===== config.mk =====
export PLATFORM = sky130hd
export DESIGN_NAME = booth_pp_seq_enc
export DESIGN_NICKNAME = d
export VERILOG_FILES = /design/src/rtl/booth_pp_seq_enc.sv
export SDC_FILE = /design/constraint.sdc
export NUM_CORES = 1
export LEC_CHECK = 0
export ABC_AREA = 1
export BUFFER_PORTS_ARGS = -buffer_cell sky130_fd_sc_hd__buf_2
export CORE_MARGIN = 4
export CORE_UTILIZATION = 37
export CTS_CLUSTER_DIAMETER = 200
export CTS_CLUSTER_SIZE = 12
export DETAILED_ROUTE_END_ITERATION = 12
export PLACE_DENSITY = 0.58
export SLEW_MARGIN = 0
export SYNTH_ARGS = -nofsm -noshare
export SYNTH_HDL_FRONTEND = slang
export SYNTH_SLANG_ARGS = --single-unit

===== constraint.sdc =====
create_clock -name clk -period 1.8 [get_ports clk]
set_input_delay 0.18 -clock clk [delete_from_list [all_inputs] [get_ports clk]]
set_output_delay 0.18 -clock clk [all_outputs]
set_load 0.02 [all_outputs]

===== src/rtl/booth_pp_seq_enc.sv =====
// booth_pp_seq_enc
// Sequential radix-4 Booth partial-product generator for an unsigned
// 11x11 multiply. One operand pair is taken through a valid/ready
// handshake, and one multiplier triplet is encoded per clock into a
// six-entry bank. The whole bank is then presented in parallel and held
// until the downstream reduction stage accepts it.
//
// state | meaning
// IDLE  | waiting for an operand pair, in_ready=1
// ENC   | encoding triplet cnt into bank[cnt], busy=1
// HOLD  | bank complete, out_valid=1 until out_ready
//
// Ports:
//   clk, rst         rising-edge clock, synchronous active-high reset
//   in_valid/ready   operand handshake (a multiplicand, b multiplier)
//   out_valid/ready  bank handshake
//   pp1..pp6         partial products, pp1 has weight 4^0
//   signs            negate flag per partial product (bit k -> pp(k+1))
//   busy             high while encoding
module booth_pp_seq_enc (
  input  logic        clk,
  input  logic        rst,
  input  logic        in_valid,
  output logic        in_ready,
  input  logic [10:0] a,
  input  logic [10:0] b,
  output logic        out_valid,
  input  logic        out_ready,
  output logic [11:0] pp1,
  output logic [11:0] pp2,
  output logic [11:0] pp3,
  output logic [11:0] pp4,
  output logic [11:0] pp5,
  output logic [11:0] pp6,
  output logic [5:0]  signs,
  output logic        busy
);

  localparam int numbit  = 11;
  localparam int pp_deep = 6;
  localparam logic [2:0] cnt_last = 3'(pp_deep - 1);

  typedef enum logic [1:0] {
    st_idle = 2'd0,
    st_enc  = 2'd1,
    st_hold = 2'd2
  } state_t;

  state_t state, state_nxt;

  logic [numbit:0]   m_q;
  logic [numbit:0]   b_q;
  logic [2:0]        cnt;
  logic [numbit:0]   bank [pp_deep];
  logic [pp_deep-1:0] sign_q;

  // Multiplier with the implicit B[-1]=0 appended at the bottom, so triplet
  // k sits at bits [2k+2:2k] of this vector.
  logic [numbit+1:0] b_ext;
  logic [2:0]        triplet;
  logic [numbit:0]   pp_enc;
  logic              sign_enc;

  assign b_ext   = {b_q, 1'b0};
  assign triplet = b_ext[{cnt, 1'b0} +: 3];

  // M's top bit is always 0, so the left shift never loses a significant bit.
  always_comb begin
    pp_enc   = '0;
    sign_enc = 1'b0;
    case (triplet)
      3'b001, 3'b010: pp_enc = m_q;
      3'b011:         pp_enc = {m_q[numbit-1:0], 1'b0};
      3'b100: begin
        pp_enc   = ~{m_q[numbit-1:0], 1'b0};
        sign_enc = 1'b1;
      end
      3'b101, 3'b110: begin
        pp_enc   = ~m_q;
        sign_enc = 1'b1;
      end
      default: begin
        pp_enc   = '0;
        sign_enc = 1'b0;
      end
    endcase
  end

  always_comb begin
    state_nxt = state;
    case (state)
      st_idle: if (in_valid)        state_nxt = st_enc;
      st_enc:  if (cnt == cnt_last) state_nxt = st_hold;
      st_hold: if (out_ready)       state_nxt = st_idle;
      default:                      state_nxt = st_idle;
    endcase
  end

  always_ff @(posedge clk) begin
    if (rst) begin
      state  <= st_idle;
      cnt    <= '0;
      m_q    <= '0;
      b_q    <= '0;
      sign_q <= '0;
      for (int k = 0; k < pp_deep; k++) bank[k] <= '0;
    end else begin
      state <= state_nxt;
      case (state)
        st_idle: begin
          if (in_valid) begin
            m_q    <= {1'b0, a};
            b_q    <= {1'b0, b};
            cnt    <= '0;
            sign_q <= '0;
            for (int k = 0; k < pp_deep; k++) bank[k] <= '0;
          end
        end
        st_enc: begin
          bank[cnt]   <= pp_enc;
          sign_q[cnt] <= sign_enc;
          // Stop at the last index instead of stepping past the bank.
          if (cnt != cnt_last) cnt <= cnt + 3'd1;
        end
        default: ;
      endcase
    end
  end

  assign in_ready  = (state == st_idle);
  assign out_valid = (state == st_hold);
  assign busy      = (state == st_enc);

  assign pp1   = bank[0];
  assign pp2   = bank[1];
  assign pp3   = bank[2];
  assign pp4   = bank[3];
  assign pp5   = bank[4];
  assign pp6   = bank[5];
  assign signs = sign_q;

endmodule


==> impl_metrics.toml <==
[status]
status = "finished with violations"
violations = "negative setup slack"

[finish]
syn2layout_area_growth_pct = 35.75
num_antenna_cells = 0
drive_above_1_share = 0.4374
finalNetCount = 622
fin_cells = 767

[power]
p_per_area_nw_per_um2 = 1054
p_sw_frac = 0.3394
intPower_mw = 4.332
combPwrFrac = 0.277
power_switching_mw = 2.225
ir_drop_v = 0.0004183
p_leak_nw = 2.678
seqPwrFrac = 0.440
clockPowerShare = 0.283

[worst_setup_path]
crit_type = "reg -> reg"
critPathArrivalTime_ns = 1.93
cp.required_ns = 1.91
end_kind = "flip-flop"
critPathLaunchType = "flip-flop"
cp_max_fo = 9

[cts]
clk_pin_slew_ns = 0.08
hold_buffers = 0
cts_tree = "yes"
clk_latency_ns = 0.35
htree_num_levels = 3
cts_buffers = 9
cts.sinks = 105
root_buffer = "clkbuf_16"
clockBufferDepth = 2

[floorplanning]
io_pins = 107
die_y_um = 119.3
die_w_um = 119.3
coreArea_um2 = 12060
rows = 40
start_util = 0.3799
die-area_um2 = 14230

[sta]
setup_viol = 28
tightestPinTransition_ns = 0.3876
finClkSkew_ns = 0.009788
fin_hold_ws_ns = 0.07996
rsz0062_at_grt = "yes"
hold_viol = 0
finalCritPeriodShare = 1.013
relSlewSlack = 0.7416
post-route-min-period_ns = 1.823
setup_ws_ns = -0.02335
maxSlewViolCount = 0
max_freq_ghz = 0.5484

[yosys]
syn-cell-area_um2 = 4582
synth.yosys.seq_area_share = 0.6161
syn_inst = 455
syn_area_per_cell_um2 = 10.07
ys_seq_elements = 105
netlist-cell-type-count = 29
ys_warn_count = 0
synth_area_leaders = "edfxtp_1 47%, dfxtp_1 14%, a21oi_1 8.5%"
synth_top_area_frac = 0.4719
syn_nets = 483
synth_top_area_cell = "edfxtp_1"

[drt]
routedWlPerCell_um = 16.18
route.met2.wl_um = 5852
num_vias = 3720
dr_wl_met3_um = 748
met1Wirelength_um = 5563
wl_um = 12410
postRouteAntennaNets = 0
drtPass1Iterations = 5
drc = 0
avgViaCountPerCell = 4.850
top_layer = "met4"
dr.first_iter.drc_count = 240

[placed_design]
placed_cells = 736
finalWeightedCongestion = 0.8766
portBuffers = 106
hpwl_um = 8461

[run]
maxCapViolations = 0

[grt]
grt_max_degree = 44
track_usage = 0.1667
grt_pass1_vias = 3544
grt_antenna_before_repair = 0
overflow = 0
grt_pass1_wl_um = 18610

[worst_hold_path]
min_path_type = "in -> reg"
cell usage in the layout, fill, tap and decap left out, types with 13 or more instances in the layout:
| cell | n |
|---|---|
| nand2_1 | 60 |
| dfxtp_1 | 30 |
| buf_2 | 106 |
| nand2_4 | 13 |
| inv_1 | 34 |
| nand2_2 | 21 |
| nor2_1 | 24 |
| buf_4 | 22 |
| a21oi_2 | 15 |
| a21oi_1 | 63 |
| o21ai_0 | 24 |
| edfxtp_1 | 72 |
worst max-delay path, stage by stage, from the launching register on:
cell	delay [ns]
dfxtp_4	0.37
buf_12	0.14
nor2_4	0.12
nand3_2	0.09
nand4_1	0.15
buf_4	0.15
nand2_4	0.06
nand4_1	0.10
nand2_2	0.08
nor2_4	0.12
buf_6	0.15
nor2_2	0.04
layout make-up:
| type | count | area (um2) |
|---|---|---|
| Timing Repair Buffer | 139 | 885.9 |
| Clock buffer | 9 | 225.2 |
| Multi-Input combinational cell | 290 | 1818 |
| Fill cell | 1093 | 5842 |
| Sequential cell | 105 | 2834 |
| Tap cell | 168 | 210.2 |
| Clock inverter | 7 | 53.80 |
| Inverter | 49 | 192.7 |
power by group through the flow:
stage	Clock [mW]	Combinational (mW)	Sequential, mW
CTS	1.88	1.51	2.88
floorplan	0	0.785	3.10
detailed placement	0	1.46	2.93
global route	1.99	1.96	2.90
finish	1.86	1.82	2.88
global placement	0	1.45	2.93
cell usage after synthesis (all sizes together):
master / instances
ha: 2
a31oi: 1
buf: 8
nand2: 95
inv: 49
nor2: 47
o211a: 1
a22oi: 4
clkbuf: 9
nand4: 9
xor2: 1
nand3: 19
nor3: 1
edfxtp: 72
dfxtp: 33
o21ai: 26
a21oi: 78
path summary, 6_finish.rpt:
path	start	end	slack [ns]	depth (start not counted)
max	cnt[1]	bank[4][10]	-0.02	11
min	b[4]	b_q[4]	0.08	3
max reg2reg	cnt[1]	bank[4][10]	-0.02	11
min reg2reg	signs[5]	signs[5]	0.46	2
cell families after synthesis:
group / count (synthesis) / share of synthesized area
DFF: 105 / 0.6161
xor gates and xnor gates: 1 / 0.003551
AOI/OAI and AO/OA: 110 / 0.1253
adders and majority gates: 2 / 0.005461
buffers and inverters: 66 / 0.06117
and+or+nand+nor: 171 / 0.1884
what timing repair did:
item,in CTS,in global routing
gates cloned,0,7
gates resized for setup,10,73
pin swaps,2,30
buffers inserted,2,6
setup endpoints to repair,60,108
stage by stage:
stage	setup TNS (ns)	cell area, um2	worst slack, ns	power [mW]	utilization
2_1_floorplan	-4.238	4592	-0.09157	3.889	-
3_3_place_gp	-0.5766	5479	-0.08715	4.374	0.4543
3_5_place_dp	-2.216	5479	-0.1149	4.396	0.4543
4_1_cts	0	5796	0.0006175	6.267	0.4805
5_1_grt	-4.995	6220	-0.1198	6.851	0.5157
6_report	-0.2753	6220	-0.02335	6.557	0.5157
state kept, by name, summed over array words and instances, names as in the netlist:
register / count
signs: 6
b_q: 11
m_q: 11
state: 2
bank: 72
cnt: 3
per-layer routing:
layer	GRT usage	up-vias
li1	-	1836
met1	0.2228	1748
met2	0.2603	118
met3	0.03941	18
met4	0.06807	0
met5	0	-
(Power assumes the default switching activity.)
